$ cat src/rtl/pe_task_scheduler_pkg.sv
// pe_task_scheduler_pkg: shared state encoding, default sizing and index-width helper
package pe_task_scheduler_pkg;
    typedef enum logic {
        SCHED_IDLE     = 1'b0,
        SCHED_DISPATCH = 1'b1
    } sched_state_e;
    localparam int DEF_NUM_PE = 16;
    localparam int DEF_DATA_WIDTH = 32;
    localparam int DEF_MAX_OUTSTANDING = 4;
    localparam int DEF_CNT_W = 4;
    function automatic int idx_w(input int n);
        return (n > 1) ? $clog2(n) : 1;
    endfunction
endpackage

$ cat src/rtl/pe_task_scheduler_min_load_select.sv
// pe_task_scheduler_min_load_select: argmin tree over per-PE counts, non-full PEs only, lowest index wins ties
module pe_task_scheduler_min_load_select
    import pe_task_scheduler_pkg::*;
#(
    parameter int NUM_PE = DEF_NUM_PE,
    parameter int CNT_W = DEF_CNT_W,
    parameter int MAX_OUTSTANDING = DEF_MAX_OUTSTANDING,
    localparam int IW = idx_w(NUM_PE)
) (
    input  logic [NUM_PE*CNT_W-1:0] load_i,
    output logic [IW-1:0]           sel_o,
    output logic                    any_o
);
    localparam int P = 1 << IW;
    logic             v [1:2*P-1];
    logic [CNT_W-1:0] c [1:2*P-1];
    logic [IW-1:0]    x [1:2*P-1];
    genvar i;
    for (i = 0; i < P; i++) begin : g_leaf
        if (i < NUM_PE) begin : g_real
            assign c[P+i] = load_i[i*CNT_W +: CNT_W];
            assign v[P+i] = load_i[i*CNT_W +: CNT_W] < CNT_W'(MAX_OUTSTANDING);
        end else begin : g_pad
            assign c[P+i] = '0;
            assign v[P+i] = 1'b0;
        end
        assign x[P+i] = IW'(i);
    end
    // The right child only wins when strictly lower, so ties keep the lower-index left side.
    for (i = 1; i < P; i++) begin : g_node
        logic r;
        assign r = v[2*i+1] && (!v[2*i] || c[2*i+1] < c[2*i]);
        assign v[i] = v[2*i] | v[2*i+1];
        assign c[i] = r ? c[2*i+1] : c[2*i];
        assign x[i] = r ? x[2*i+1] : x[2*i];
    end
    assign sel_o = x[1];
    assign any_o = v[1];
endmodule

$ cat src/rtl/pe_task_scheduler.sv
// pe_task_scheduler: least-loaded task dispatcher with per-PE credit counters
module pe_task_scheduler
    import pe_task_scheduler_pkg::*;
#(
    parameter int NUM_PE = DEF_NUM_PE,
    parameter int DATA_WIDTH = DEF_DATA_WIDTH,
    parameter int MAX_OUTSTANDING = DEF_MAX_OUTSTANDING,
    parameter int CNT_W = DEF_CNT_W
) (
    input  logic                    clk,
    input  logic                    rst,
    input  logic [DATA_WIDTH-1:0]   task_data,
    input  logic                    task_valid,
    output logic                    task_ready,
    output logic [DATA_WIDTH-1:0]   pe_task_data,
    output logic [NUM_PE-1:0]       pe_task_valid,
    input  logic [NUM_PE-1:0]       pe_task_ready,
    input  logic [NUM_PE-1:0]       pe_task_done,
    output logic [NUM_PE*CNT_W-1:0] pe_load,
    output logic                    busy,
    output logic                    err_underflow
);
    localparam int IW = idx_w(NUM_PE);
    sched_state_e           state_q, state_d;
    logic [IW-1:0]          sel_q, sel_d, best;
    logic [DATA_WIDTH-1:0]  data_q, data_d;
    logic                   ready_q, ready_d, err_q, err_d;
    logic [NUM_PE*CNT_W-1:0] cnt_q, cnt_d;
    logic                   any_now, any_next, accept, hs, inc;
    logic [CNT_W-1:0]       cur;

    pe_task_scheduler_min_load_select #(
        .NUM_PE(NUM_PE),
        .CNT_W(CNT_W),
        .MAX_OUTSTANDING(MAX_OUTSTANDING)
    ) u_sel (
        .load_i(cnt_q),
        .sel_o(best),
        .any_o(any_now)
    );

    assign accept = state_q == SCHED_IDLE && task_valid && ready_q && any_now;
    assign hs = state_q == SCHED_DISPATCH && pe_task_ready[sel_q];

    // Next counts: handshake increments, done decrements; a done against an empty counter flags underflow.
    always_comb begin
        cnt_d = cnt_q;
        err_d = err_q;
        any_next = 1'b0;
        inc = 1'b0;
        cur = '0;
        for (int i = 0; i < NUM_PE; i++) begin
            inc = hs && sel_q == IW'(i);
            cur = cnt_q[i*CNT_W +: CNT_W];
            err_d = err_d | (pe_task_done[i] && !inc && cur == '0);
            cnt_d[i*CNT_W +: CNT_W] = cur + CNT_W'(inc) - CNT_W'(pe_task_done[i] && (inc || cur != '0));
            any_next = any_next | (cnt_d[i*CNT_W +: CNT_W] < CNT_W'(MAX_OUTSTANDING));
        end
    end

    // FSM next state; task_ready is registered from next-cycle counts so it never offers into full PEs.
    always_comb begin
        state_d = accept ? SCHED_DISPATCH : hs ? SCHED_IDLE : state_q;
        sel_d = accept ? best : sel_q;
        data_d = accept ? task_data : data_q;
        ready_d = state_d == SCHED_IDLE && any_next;
    end

    // State and counter registers.
    always_ff @(posedge clk or posedge rst) begin
        if (rst) begin
            state_q <= SCHED_IDLE;
            sel_q <= '0;
            data_q <= '0;
            ready_q <= 1'b0;
            cnt_q <= '0;
            err_q <= 1'b0;
        end else begin
            state_q <= state_d;
            sel_q <= sel_d;
            data_q <= data_d;
            ready_q <= ready_d;
            cnt_q <= cnt_d;
            err_q <= err_d;
        end
    end

    assign task_ready = ready_q;
    assign pe_task_data = data_q;
    assign pe_task_valid = (state_q == SCHED_DISPATCH) ? (NUM_PE'(1) << sel_q) : '0;
    assign pe_load = cnt_q;
    assign busy = state_q == SCHED_DISPATCH || |cnt_q;
    assign err_underflow = err_q;
endmodule

$ cat config.mk
export PLATFORM = sky130hd
export DESIGN_NAME = pe_task_scheduler
export DESIGN_NICKNAME = d
export VERILOG_FILES = /design/src/rtl/pe_task_scheduler_pkg.sv /design/src/rtl/pe_task_scheduler_min_load_select.sv /design/src/rtl/pe_task_scheduler.sv
export SDC_FILE = /design/constraint.sdc
export NUM_CORES = 1
export LEC_CHECK = 0
export ABC_AREA = 1
export BUFFER_PORTS_ARGS = -buffer_cell sky130_fd_sc_hd__buf_2
export CAP_MARGIN = 20
export CORE_ASPECT_RATIO = 1.1
export CORE_MARGIN = 2
export CORE_UTILIZATION = 51
export CTS_CLUSTER_DIAMETER = 200
export DETAILED_ROUTE_END_ITERATION = 16
export PLACE_DENSITY = 0.78
export SYNTH_ARGS = -nofsm -noshare
export SYNTH_HDL_FRONTEND = slang
export SYNTH_HIERARCHICAL = 1
export SYNTH_SLANG_ARGS = --single-unit
$ cat constraint.sdc
create_clock -name clk -period 3.7 [get_ports clk]
set_input_delay 0.185 -clock clk [delete_from_list [all_inputs] [get_ports clk]]
set_output_delay 0.185 -clock clk [all_outputs]
set_load 0.01 [all_outputs]
### Yosys cells after proc, flatten, opt, wreduce, memory -nomap -nowiden

Index checks and enable logic that the tools add are counted.
W data, S select, Z words.

| operators by class | value |
|---|---|
| add/subtract/negate cells | 32 |
| order comparisons | 48 |
| eq/ne operators | 15 |
| shift operators | 1 |
| multiplexer cells | 34 |
| bitwise operators | 48 |
| reduce and logical (&&, ||, !) cells | 181 |

Operator list:

| operator | number |
|---|---|
| $lt A4 B3 Y1 const B | 32 |
| $logic_and A1 B1 Y1 | 84 |
| $logic_not A4 Y1 | 17 |
| $add A4 B1 Y4 | 16 |
| $reduce_bool A4 Y1 | 16 |
| $reduce_or A64 Y1 | 1 |
| $sub A4 B1 Y4 | 16 |
| $lt A4 B4 Y1 | 15 |
| $mux W4 | 15 |
| $or A1 B1 Y1 | 46 |
| $eq A4 B4 Y1 const B | 8 |
| $logic_or A1 B1 Y1 | 32 |
| $logic_not A1 Y1 | 31 |
| $eq A4 B3 Y1 const B | 4 |
| $mux W16 | 1 |
| $shl A1 B4 Y16 const A | 1 |
| $mux W1 | 11 |
| $eq A4 B2 Y1 const B | 2 |
| $mux W2 | 4 |
| $mux W3 | 2 |
| $lt A4 B5 Y1 const B | 1 |
| $bmux W1 S4 | 1 |
| $eq A4 B1 Y1 const B | 1 |
| $not A1 Y1 | 2 |

| word-level totals | value |
|---|---|
| register bits | 103 |
| input port bits | 67 |
| output and inout port bits | 115 |
| word-level logic and storage cells | 365 |

### Longest topological paths before layout

Gate-level depths: netlist of run 1.

| depth | value |
|---|---|
| depth in word-level cells | 24 |
| mapped depth | 40 |

### Hierarchy

The synthesis of run 1 kept the hierarchy.

By module, submodules not included:

| module | times used | cells an instance | area an instance (um2) | seq. area each (um2) |
|---|---|---|---|---|
| pe_task_scheduler | 1 | 665 | 6319.8 | 2577.5 |
| pe_task_scheduler_min_load_select | 1 | 446 | 2308.5 | 0.0 |

### Least setup slack after synthesis of run 1

No wires, ideal clock.

| timing path | value |
|---|---|
| kind | register to register |
| start | reg cnt_q[33] (netlist: pe_load[33]) |
| end | reg sel_q[3] |
| data arrival time | 3.882 ns |
| data required time | 3.575 ns |
| slack | -0.306 ns |
| stages on the path, launching flop included | 35 |
| buffers on the path | 1 |
| period minus slack after synthesis | 4.006 ns |
| cell sequence | dfrtp_1 > inv_1 > ha_1 > o21ai_1 > nand2_1 > nand2_1 > nand2_2 > nand2_4 > nand2_4 > nand2_1 > ha_1 > a21oi_1 > nand2_1 > nand2_2 > nand2_4 > o21ai_0 > ha_1 > nand2_1 > nand2_1 > nand2_1 > nand2_1 > nand2_2 > nand2_2 > inv_1 > o21ai_0 > ha_1 > nand2_1 > nand2_1 > nand2_1 > nand2_1 > nand2_2 > nand2_2 > inv_1 > buf_4 > mux2_2 |

| between the ends | value |
|---|---|
| cells in the longest elaborated chain, start to end | 17 |
| elaborated cells on any way between the ends | 25 |
| those cells by class | order compare: 5; mux: 4; bitwise: 4; reduce/logical: 12 |

RTL lines:

| element | RTL line | source |
|---|---|---|
| from (decl) | pe_task_scheduler.sv:28 | `logic [NUM_PE*CNT_W-1:0] cnt_q, cnt_d;` |
| from (signal assigned) | pe_task_scheduler.sv:83 | `cnt_q <= cnt_d;` |
| $lt A4 B3 Y1 | pe_task_scheduler_min_load_select.sv:22 | `assign v[P+i] = load_i[i*CNT_W +: CNT_W] < CNT_W'(MAX_OUTSTANDING);` |
| $logic_not A1 Y1 | pe_task_scheduler_min_load_select.sv:32 | `assign r = v[2*i+1] && (!v[2*i] \|\| c[2*i+1] < c[2*i]);` |
| $logic_or A1 B1 Y1 | pe_task_scheduler_min_load_select.sv:32 |  |
| $logic_and A1 B1 Y1 | pe_task_scheduler_min_load_select.sv:32 |  |
| $mux W4 | pe_task_scheduler_min_load_select.sv:34 | `assign c[i] = r ? c[2*i+1] : c[2*i];` |
| $lt A4 B4 Y1 | pe_task_scheduler_min_load_select.sv:32 |  |
| $logic_or A1 B1 Y1 | pe_task_scheduler_min_load_select.sv:32 |  |
| $logic_and A1 B1 Y1 | pe_task_scheduler_min_load_select.sv:32 |  |
| [... 3 more ...] | n/a |  |
| $logic_and A1 B1 Y1 | pe_task_scheduler_min_load_select.sv:32 |  |
| $mux W4 | pe_task_scheduler_min_load_select.sv:34 |  |
| $lt A4 B4 Y1 | pe_task_scheduler_min_load_select.sv:32 |  |
| $logic_or A1 B1 Y1 | pe_task_scheduler_min_load_select.sv:32 |  |
| $logic_and A1 B1 Y1 (*) | pe_task_scheduler_min_load_select.sv:32 |  |
| named net u_sel.g_node[1].r | pe_task_scheduler_min_load_select.sv:31 | `logic r;` |
| $mux W4 (*) | pe_task_scheduler_min_load_select.sv:35 | `assign x[i] = r ? x[2*i+1] : x[2*i];` |
| named net best[3] | pe_task_scheduler.sv:25 | `logic [IW-1:0] sel_q, sel_d, best;` |
| to (signal assigned) | pe_task_scheduler.sv:80 | `sel_q <= sel_d;` |
| to (decl) | pe_task_scheduler.sv:25 |  |

The timed path passes the listed nets; every way through them passes the cells marked *.
A chain may end at the register's enable or synchronous reset.

### Final worst setup path of run 1

| timing path | value |
|---|---|
| start | reg cnt_q[46] (netlist: pe_load[46]) |
| end | reg sel_q[2] |

| between the ends | value |
|---|---|
| cells in the longest elaborated chain, start to end | 16 |
| elaborated cells on any way between the ends | 24 |
| those cells by class | order compare: 5; mux: 5; bitwise: 4; reduce/logical: 10 |

RTL lines:

| element | RTL line |
|---|---|
| $lt A4 B4 Y1 | pe_task_scheduler_min_load_select.sv:32 |
| $logic_or A1 B1 Y1 | pe_task_scheduler_min_load_select.sv:32 |
| $logic_and A1 B1 Y1 | pe_task_scheduler_min_load_select.sv:32 |
| $mux W4 | pe_task_scheduler_min_load_select.sv:34 |
| $lt A4 B4 Y1 | pe_task_scheduler_min_load_select.sv:32 |
| $logic_or A1 B1 Y1 | pe_task_scheduler_min_load_select.sv:32 |
| $logic_and A1 B1 Y1 | pe_task_scheduler_min_load_select.sv:32 |
| $mux W4 | pe_task_scheduler_min_load_select.sv:34 |
| $lt A4 B4 Y1 | pe_task_scheduler_min_load_select.sv:32 |
| $logic_or A1 B1 Y1 | pe_task_scheduler_min_load_select.sv:32 |
| $logic_and A1 B1 Y1 | pe_task_scheduler_min_load_select.sv:32 |
| $mux W4 | pe_task_scheduler_min_load_select.sv:34 |
| $lt A4 B4 Y1 | pe_task_scheduler_min_load_select.sv:32 |
| $logic_or A1 B1 Y1 | pe_task_scheduler_min_load_select.sv:32 |
| $logic_and A1 B1 Y1 | pe_task_scheduler_min_load_select.sv:32 |
| $mux W4 (*) | pe_task_scheduler_min_load_select.sv:35 |
| named net best[2] | pe_task_scheduler.sv:25 |

Marked as above.

==> out/metrics.csv, run 1 <==
metric,value,unit
R2R setup slack,-0.37,ns
CP bufs+invs,3,
Initial Util,0.525,
crit end category,flop,
top-area cell type share of the netlist area,0.299,
wire length on met3,1650,µm
Final ANT Viol Nets,0,
Hold Fails Final Rpt,0,
skew final,0.0120,ns
pin count of the biggest net entering global routing,58,
Reg area,0.00259,mm²
final setup TNS,-1.35,ns
setup ws final,-0.366,ns
synth unique cells,39,
Post-DP HPWL,20200,µm
Tot GR Track Use,0.277,
routed wire length,26100,µm
most frequent cell after synthesis,nand2_1,
Core Footprint,0.0164,mm²
syn nets,1314,
Non-Filler Instances,1675,
via/cell ratio,5.18,
Slew Limit Fails,0,
CP max FO,6,
required time worst endpoint,3.93,ns
global-route wire length before repair,39800,µm
CTS tree,yes,
Hold WC Path Type,in2reg,
antenna violations before repair,0,
synth top area cells,"dfrtp_1 30%, ha_1 17%, nand2_1 11%, inv_1 9.6%, nor2_1 4.5%",
drt pass-1 iters,5,
IO buf count,181,
P&R area growth vs syn,36.8,%
Worst-Margin Slew,0.715,ns
Critical Path Source Type,flop,
worst skew pair latency,0.36,ns
GP Congestion,0.970,
Final Setup Violations,4,
WP depth,39,
chip width,128,µm
Max-cap violations,0,
sequential share of the synthesized area,0.299,
Die H,140,µm
Synth Warn #,6,
dpl cells,1627,
Mapped Avg Cell Area,7.77,µm²
I/O pins,182,
share of cells above drive strength 1,0.390,
drc violations,0,
critical path data arrival time,4.30,ns
Site Rows,49,
Synth area leader,dfrtp_1,
cell mode on critical path,nand2_1,
Async SR Flop Fraction,1.00,
Crit path largest cell delay,0.40,ns
R2R cell count,39,
hold depth,2,
DR iter-0 viols,621,
Setup CP Type,reg2reg,
H-tree levels,3,
Clock Pin Slew Worst Setup and Hold Paths,0.07,ns
commonest cells in the netlist,"262 x nand2_1, 220 x inv_1, 120 x ha_1",
top sig layer,met4,
die area,0.0180,mm²
synthesized instance count,1111,
violated checks,negative setup slack,
# fillers,1245,
final period utilization,1.10,
via count,8675,
total CTS buffers,9,
vias in the first global route,8519,
TritonCTS Sinks,103,
"delay-heaviest family, CP",simple AND/OR/NAND/NOR gates,
WL/cell,15.6,µm
grt ovf,0,
RSZ-0062 raised after global routing,true,
Synth Flop Type,dfrtp_1,
#FFs+latches synth,103,
Worst slew margin,0.523,
WL met1,10100,µm
slowest cell on the critical path,dfrtp_1,
outcome,finished with violations,
fmax,0.246,GHz
clk buf depth,2,
fin nets,1669,
area of the mapped netlist,0.00863,mm²
multi-input logic area,0.00556,mm²
crit path time final,4.07,ns
diode count,0,
number of synthesized flops with an enable pin,0,
metal2 WL,13400,µm
CTS Root Cell,clkbuf_16,
Util after Layout,0.719,
cell families after synthesis:
kind of cell	Yosys count	share of synthesized area
fa+ha+maj	136	0.211
flops	103	0.299
xor+xnor	23	0.0233
mux	33	0.0431
compound gates	84	0.0560
simple gates	501	0.263
buf+inv	231	0.104
worst paths after layout:
check                                    to              from
max reg2reg                        sel_q[2]       pe_load[46]
max in group asynchronous       pe_load[17]               rst
max                                sel_q[2]       pe_load[46]
min                        pe_task_data[24]     task_data[24]
min in group asynchronous  pe_task_data[28]               rst
min reg2reg                pe_task_data[24]  pe_task_data[24]
registers in the layout, indices dropped and copies added, names as in the netlist:
name           cells
err_underflow      1
pe_load           64
pe_task_data      32
sel_q              4
state_q            1
task_ready         1
cell usage in the layout, fill, tap and decap left out, types with 16 or more instances in the layout:
cell,count
mux2_2,33
nand2_4,20
fa_1,16
dfrtp_1,90
ha_1,104
nand2_2,58
inv_1,197
nand3_1,50
ha_4,16
inv_2,20
buf_4,170
nor2_1,93
a21oi_1,33
buf_2,181
nand2_1,237
metal layers:
layer | GRT usage | vias up
met5 | 0 | -
met4 | 0.0879 | 0
met3 | 0.0611 | 68
met2 | 0.505 | 317
met1 | 0.321 | 4112
li1 | - | 4178
final cells by class:
class,instances,area share
Multi-Input combinational cell,777,0.471
Sequential cell,103,0.220
Timing Repair Buffer,352,0.186
Inverter,223,0.0720
Tap cell,204,0.0216
Clock buffer,9,0.0191
Clock inverter,7,0.0108
timing repair:
action,in CTS,in global routing
buffers inserted,8,23
resized for setup,18,74
hold buffers,1,0
pin swaps,31,53
endpoints found under the setup margin,4,5
hold endpoints to repair,55,0
per-stage QoR:
step	hold WS, ns	area [µm²]	setup WS (ns)
floorplan	0.336	8660	-0.170
global placement	0.349	10800	-0.197
detailed placement	0.355	10800	-0.306
CTS	0.0456	11300	-0.185
global route	0.0440	11800	-0.716
finish	0.0522	11800	-0.366
Power of run 1 is left out: the tool's default activity adds up to more than one toggle a clock period on the data nets, which glitch-free logic cannot reach.
==> run 2: changes to the inputs <==
--- a/config.mk
+++ b/config.mk
@@ -10,10 +10,10 @@
 export CAP_MARGIN = 20
 export CORE_ASPECT_RATIO = 1.1
 export CORE_MARGIN = 2
-export CORE_UTILIZATION = 51
+export CORE_UTILIZATION = 56
 export CTS_CLUSTER_DIAMETER = 200
 export DETAILED_ROUTE_END_ITERATION = 16
-export PLACE_DENSITY = 0.78
+export PLACE_DENSITY = 0.82
 export SYNTH_ARGS = -nofsm -noshare
 export SYNTH_HDL_FRONTEND = slang
 export SYNTH_HIERARCHICAL = 1
==> constraint.sdc (replaced) <==
create_clock -name clk -period 4.41 [get_ports clk]
set_input_delay 0.2205 -clock clk [delete_from_list [all_inputs] [get_ports clk]]
set_output_delay 0.2205 -clock clk [all_outputs]
set_load 0.01 [all_outputs]
==> run 2 against run 1 <==
Net effect:
- cell area decreased by 9.1%
- core utilization is 0.53 points lower
- the run now ends clean
- clock skew is 0.0045 ns lower
- non-clock buffer count decreased by 105
- die area shrank 8.7%
==> out/metrics.csv, run 2 (synthesis results as in run 1) <==
metric,value,unit,change
outcome,"finished, final reports clean",,was finished with violations
H-tree levels,3,,unchanged
fin nets,1565,,was 1669
Hold Fails Final Rpt,0,,unchanged
worst skew pair latency,0.36,ns,about the same
total CTS buffers,9,,unchanged
Clock Pin Slew Worst Setup and Hold Paths,0.08,ns,was 0.07 ns
fin area,0.0107,mm²,was 0.0118 mm²
via count,8225,,was 8675
final period utilization,0.958,,was 1.10
required time worst endpoint,4.65,ns,was 3.93 ns
critical path data arrival time,4.46,ns,was 4.30 ns
global-route wire length before repair,36400,µm,was 39800 µm
P&R area growth vs syn,24.5,%,was 36.8%
chip width,122,µm,was 128 µm
Area after DPL,0.00983,mm²,was 0.0108 mm²
IO buf count,181,,unchanged
Critical Path Source Type,flop,,unchanged
die area,0.0164,mm²,was 0.0180 mm²
Initial Util,0.573,,was 0.525
Slew Limit Fails,0,,unchanged
via/cell ratio,5.26,,was 5.18
crit path to,sel_q[0],,was sel_q[2]
TritonCTS Sinks,103,,unchanged
Setup CP Type,reg2reg,,unchanged
Die H,134,µm,was 140 µm
DR iter-0 viols,477,,was 621
crit path from,pe_load[57],,was pe_load[46]
cell mode on critical path,nand2_1,,unchanged
R2R cell count,37,,was 39
"commonest cells after routing, fill and taps aside","256 x nand2_1, 207 x inv_1, 181 x buf_2",,"was 237 x nand2_1, 197 x inv_1, 181 x buf_2"
Hold WC Path Type,in2async,,was in2reg
diode count,0,,unchanged
Site Rows,47,,was 49
Largest register FFs,64,,unchanged
WL/cell,15.3,µm,was 15.6 µm
GP Congestion,0.910,,was 0.970
Max-cap violations,0,,unchanged
Core Footprint,0.0151,mm²,was 0.0164 mm²
crit end category,flop,,unchanged
WHS,0.0576,ns,was 0.0522 ns
grt ovf,0,,unchanged
fmax,0.237,GHz,was 0.246 GHz
Final Setup Violations,0,,was 4
Final ANT Viol Nets,0,,unchanged
Tot GR Track Use,0.282,,was 0.277
drc violations,0,,unchanged
"commonest non-fill, non-tap cell in the layout",nand2_1,,unchanged
pin count of the biggest net entering global routing,70,,was 58
skew final,0.00751,ns,was 0.0120 ns
drt pass-1 iters,6,,was 5
Hold Buf Count CTS,0,,was 1
R2R setup slack,0.19,ns,was -0.37 ns
routed wire length,24000,µm,was 26100 µm
share of cells above drive strength 1,0.311,,was 0.390
Critical R2R Launch,pe_load[57],,was pe_load[46]
clk buf depth,2,,unchanged
vias in the first global route,7745,,was 8519
CTS Root Cell,clkbuf_16,,unchanged
I/O pins,182,,unchanged
CP max FO,6,,unchanged
FF-to-FF End,sel_q[0],,was sel_q[2]
Crit path largest cell delay,0.40,ns,about the same
# fillers,1190,,was 1245
antenna violations before repair,0,,unchanged
CTS tree,yes,,unchanged
crit path time final,4.22,ns,was 4.07 ns
Worst slew margin,0.410,,was 0.523
Post-DP HPWL,18100,µm,was 20200 µm
slowest cell on the critical path,dfrtp_2,,was dfrtp_1
Worst-Margin Slew,0.885,ns,was 0.715 ns
run 2: cell count changes in the layout (fill, tap and decap cells not counted), sizes merged:
cell,change
inv,+3
buf,-104
dlygate4sd3,-1
clkinv,-1
nand2,+1
bufinv,-2
run 2: worst min-delay path by stage:
stage                  startpoint          endpoint  depth (start not counted)  slack, ns
floorplan            task_data[0]   pe_task_data[0]                          1       0.37
global route        task_data[18]  pe_task_data[18]                          2       0.08
detailed placement   task_data[8]   pe_task_data[8]                          2       0.46
global placement     task_data[8]   pe_task_data[8]                          2       0.45
CTS                  task_data[1]   pe_task_data[1]                          2       0.08
finish                        rst  pe_task_data[11]                          2       0.06
run 2: layout make-up:
type                    instances  area [µm²]  area share
clock buffers                   9         225      0.0210
clock inverters                 7        82.6     0.00769
inverters                     223         845      0.0786
multi-input cells             778        5350       0.498
flip-flops and latches        103        2590       0.242
well taps                     196         245      0.0228
repair buffers                247        1400       0.130
run 2: critical path: cells and delay by family (launching register included):
| kind | cells | cell delay [ns] |
|---|---|---|
| flops | 1 | 0.40 |
| fa+ha+maj | 4 | 1.12 |
| compound gates | 4 | 0.41 |
| buf+inv | 3 | 0.24 |
| simple gates | 26 | 1.92 |
run 2: metal layers:
| layer | vias to the layer above | wire length, µm | GRT usage |
|---|---|---|---|
| met3 | 55 | 1430 | 0.0476 |
| met1 | 3885 | 9430 | 0.335 |
| met5 | - | 0 | 0 |
| li1 | 3975 | - | - |
| met2 | 310 | 12400 | 0.501 |
| met4 | 0 | 715 | 0.111 |
run 2: what timing repair did:
item	4_1_cts	5_1_grt
gates resized for setup	0	68
setup endpoints to repair	0	4
setup buffers	0	51
run 2: per-stage QoR:
step,std cells,TNS (ns),util,setup slack (ns)
finish,1563,0,0.713,0.187
global route,1563,-0.442,0.713,-0.134
CTS,1511,0,0.674,0.0844
detailed placement,1495,0,0.653,0.102
global placement,1495,0,0.653,0.202
floorplan,1111,0,-,0.404
Power of run 2 is left out for the same reason.
==> run 3: changes to the inputs <==
--- a/config.mk
+++ b/config.mk
@@ -5,12 +5,12 @@
 export SDC_FILE = /design/constraint.sdc
 export NUM_CORES = 1
 export LEC_CHECK = 0
-export ABC_AREA = 1
 export BUFFER_PORTS_ARGS = -buffer_cell sky130_fd_sc_hd__buf_2
 export CAP_MARGIN = 20
 export CORE_ASPECT_RATIO = 1.1
 export CORE_MARGIN = 2
-export CORE_UTILIZATION = 56
+export CORE_UTILIZATION = 57
+export CTS_BUF_LIST = sky130_fd_sc_hd__clkbuf_4 sky130_fd_sc_hd__clkbuf_8 sky130_fd_sc_hd__clkbuf_16
 export CTS_CLUSTER_DIAMETER = 200
 export DETAILED_ROUTE_END_ITERATION = 16
 export PLACE_DENSITY = 0.82
==> run 3 against run 2 <==
Net effect:
- the run now ends with negative setup slack left
- synthesized area increased by 4.6%
- clock skew up 0.0014 ns
- first-iteration DRC count increased by 56%
- cell area rose by 12%
- sequential share of layout area fell by 2.7 points
- synthesized cell count shrank 8.0%
- clock-buffer cell count did not move
==> out/metrics.csv, run 3 <==
metric,value,unit,change
H-tree levels,3,,unchanged
Hold WC Path Type,in2reg,,was in2async
critical path data arrival time,5.37,ns,was 4.46 ns
synth top area cells,"dfrtp_1 29%, ha_1 17%, inv_1 6.1%, nand2_1 6.1%, fa_1 3.5%",,"was dfrtp_1 30%, ha_1 17%, nand2_1 11%, inv_1 9.6%, nor2_1 4.5%"
setup ws final,-0.689,ns,was 0.187 ns
area of the mapped netlist,0.00903,mm²,was 0.00863 mm²
vias in the first global route,8905,,was 7745
Clock Pin Slew Worst Setup and Hold Paths,0.08,ns,about the same
die area,0.0169,mm²,was 0.0164 mm²
antenna violations before repair,0,,unchanged
Critical Path Source Type,flop,,unchanged
synth unique cells,82,,was 39
final period utilization,1.16,,was 0.958
Site Rows,48,,was 47
sequential share of the synthesized area,0.285,,was 0.299
drc violations,0,,unchanged
Synth Flop Type,dfrtp_1,,unchanged
DR iter-0 viols,742,,was 477
P&R area growth vs syn,33.5,%,was 24.5%
fin nets,1579,,was 1565
Setup CP Type,reg2reg,,unchanged
Mapped Avg Cell Area,8.83,µm²,was 7.77 µm²
grt ovf,0,,unchanged
fmax,0.196,GHz,was 0.237 GHz
Core Footprint,0.0156,mm²,was 0.0151 mm²
via/cell ratio,5.83,,was 5.26
top-area cell type share of the netlist area,0.285,,was 0.299
WL/cell,18.4,µm,was 15.3 µm
worst skew pair latency,0.38,ns,was 0.36 ns
drt pass-1 iters,7,,was 6
chip width,124,µm,was 122 µm
Worst slew margin,0.361,,was 0.410
"commonest cells after routing, fill and taps aside","181 x buf_2, 176 x buf_4, 144 x nand2_1",,"was 256 x nand2_1, 207 x inv_1, 181 x buf_2"
# fillers,1051,,was 1190
crit path time final,5.10,ns,was 4.22 ns
pin count of the biggest net entering global routing,78,,was 70
multi-input logic area,0.00612,mm²,was 0.00535 mm²
share of cells above drive strength 1,0.337,,was 0.311
IO buf count,181,,unchanged
#FFs+latches synth,103,,unchanged
number of synthesized flops with an enable pin,0,,unchanged
total CTS buffers,9,,unchanged
crit end category,flop,,unchanged
required time worst endpoint,4.68,ns,was 4.65 ns
Hold Buf Count CTS,0,,unchanged
syn nets,1225,,was 1314
Die H,136,µm,was 134 µm
diode count,0,,unchanged
Slew Limit Fails,0,,unchanged
CTS tree,yes,,unchanged
Largest register FFs,64,,unchanged
Final ANT Viol Nets,0,,unchanged
routed wire length,29200,µm,was 24000 µm
Post-DP HPWL,22100,µm,was 18100 µm
Async SR Flop Fraction,1.00,,unchanged
WHS,0.0277,ns,was 0.0576 ns
Max-cap violations,0,,unchanged
global-route wire length before repair,43600,µm,was 36400 µm
Initial Util,0.578,,was 0.573
Worst-Margin Slew,0.958,ns,was 0.885 ns
RSZ-0062 raised after global routing,true,,
Final Setup Violations,4,,was 0
TritonCTS Sinks,103,,unchanged
violated checks,negative setup slack,,
commonest cells in the netlist,"147 x inv_1, 146 x nand2_1, 120 x ha_1",,"was 262 x nand2_1, 220 x inv_1, 120 x ha_1"
Synth Warn #,6,,unchanged
skew final,0.00889,ns,was 0.00751 ns
outcome,finished with violations,,"was finished, final reports clean"
Synth area leader,dfrtp_1,,unchanged
CTS Root Cell,clkbuf_16,,unchanged
synthesized instance count,1022,,was 1111
"commonest non-fill, non-tap cell in the layout",buf_2,,was nand2_1
I/O pins,182,,unchanged
Hold Fails Final Rpt,0,,unchanged
Tot GR Track Use,0.339,,was 0.282
Reg area,0.00259,mm²,about the same
GP Congestion,1.02,,was 0.910
CP max FO,7,,was 6
via count,9222,,was 8225
clk buf depth,2,,unchanged
most frequent cell after synthesis,inv_1,,was nand2_1
-- run 3: cell count changes in the layout (fill, tap and decap cells not counted), moves of 17 or more --
| cell | before | now |
|---|---|---|
| mux2i_1 | 0 | 21 |
| buf_4 | 66 | 176 |
| inv_1 | 207 | 141 |
| mux2_2 | 33 | 5 |
| xor2_1 | 9 | 27 |
| nand2_1 | 256 | 144 |
| nand2_4 | 17 | 0 |
| nand2b_1 | 0 | 17 |
| nor3b_1 | 0 | 24 |
| nand3_1 | 51 | 14 |
| nor2_1 | 97 | 58 |
| nand2_2 | 43 | 2 |
-- run 3: cell type report --
type | count | share of cell area
Clock buffer | 9 | 0.0187
Tap cell | 200 | 0.0208
Sequential cell | 103 | 0.215
Inverter | 148 | 0.0463
Multi-Input combinational cell | 757 | 0.507
Timing Repair Buffer | 357 | 0.185
Clock inverter | 7 | 0.00758
-- run 3: kinds of logic (layout without fill, tap and decap cells) --
kind of cell,after synthesis,in the layout,share of synthesized area
AOI/OAI and AO/OA,171,171,0.140
xor gates and xnor gates,45,45,0.0437
adders and majority gates,138,138,0.204
buffers and inverters,162,521,0.0693
DFF,103,103,0.285
muxes,40,40,0.0509
and+or+nand+nor,363,363,0.207
-- run 3: repair_timing --
item                                   CTS  global route
pin swaps                               11            22
setup buffers                           16            14
setup endpoints to repair                4             4
endpoints found under the hold margin    0             0
gates resized for setup                 16            34
-- run 3: worst max-delay path, stage by stage, from the launching register on --
cell     delay (ns)
dfrtp_2        0.43
buf_4          0.16
a211o_1        0.30
a31oi_4        0.24
mux2i_2        0.30
nor2_1         0.09
maj3_2         0.32
a21o_1         0.20
nor2_1         0.16
nand2_1        0.13
ha_4           0.24
a21oi_2        0.17
nor2b_1        0.11
o21a_1         0.23
nor3_4         0.20
nor2_1         0.08
ha_1           0.30
a211o_1        0.30
o41ai_4        0.38
and2b_4        0.21
mux2_4         0.30
nand2_2        0.06
nand2_1        0.05
-- run 3: final timing paths --
path | from | endpoint | slack (ns) | cells past startpoint
max | pe_load[38] | sel_q[0] | -0.69 | 22
min | task_data[4] | pe_task_data[4] | 0.03 | 3
max reg2reg | pe_load[38] | sel_q[0] | -0.69 | 22
min reg2reg | pe_task_data[1] | pe_task_data[1] | 0.48 | 2
max in group asynchronous | rst | pe_load[25] | 3.38 | 3
min in group asynchronous | rst | pe_task_data[29] | 0.05 | 2
-- run 3: through the flow --
| step | util | instances | TNS (ns) | setup WS [ns] | cell area [µm²] |
|---|---|---|---|---|---|
| 6_report | 0.772 | 1581 | -2.39 | -0.689 | 12100 |
| 5_1_grt | 0.772 | 1581 | -2.89 | -0.800 | 12100 |
| 4_1_cts | 0.755 | 1567 | -1.29 | -0.396 | 11800 |
| 3_5_place_dp | 0.723 | 1535 | -1.55 | -0.469 | 11300 |
| 3_3_place_gp | 0.723 | 1535 | -0.565 | -0.212 | 11300 |
| 2_1_floorplan | - | 1022 | -0.340 | -0.239 | 9110 |
-- run 3: routing by layer --
layer | global-route usage | wire length (µm) | share of wire | vias up
met1 | 0.413 | 11300 | 0.39 | 4412
met4 | 0.177 | 1360 | 0.047 | 0
met3 | 0.0549 | 2170 | 0.074 | 111
li1 | - | - | - | 4248
met5 | 0 | 0 | 0 | -
met2 | 0.575 | 14300 | 0.49 | 451
Power of run 3 is left out for the same reason.
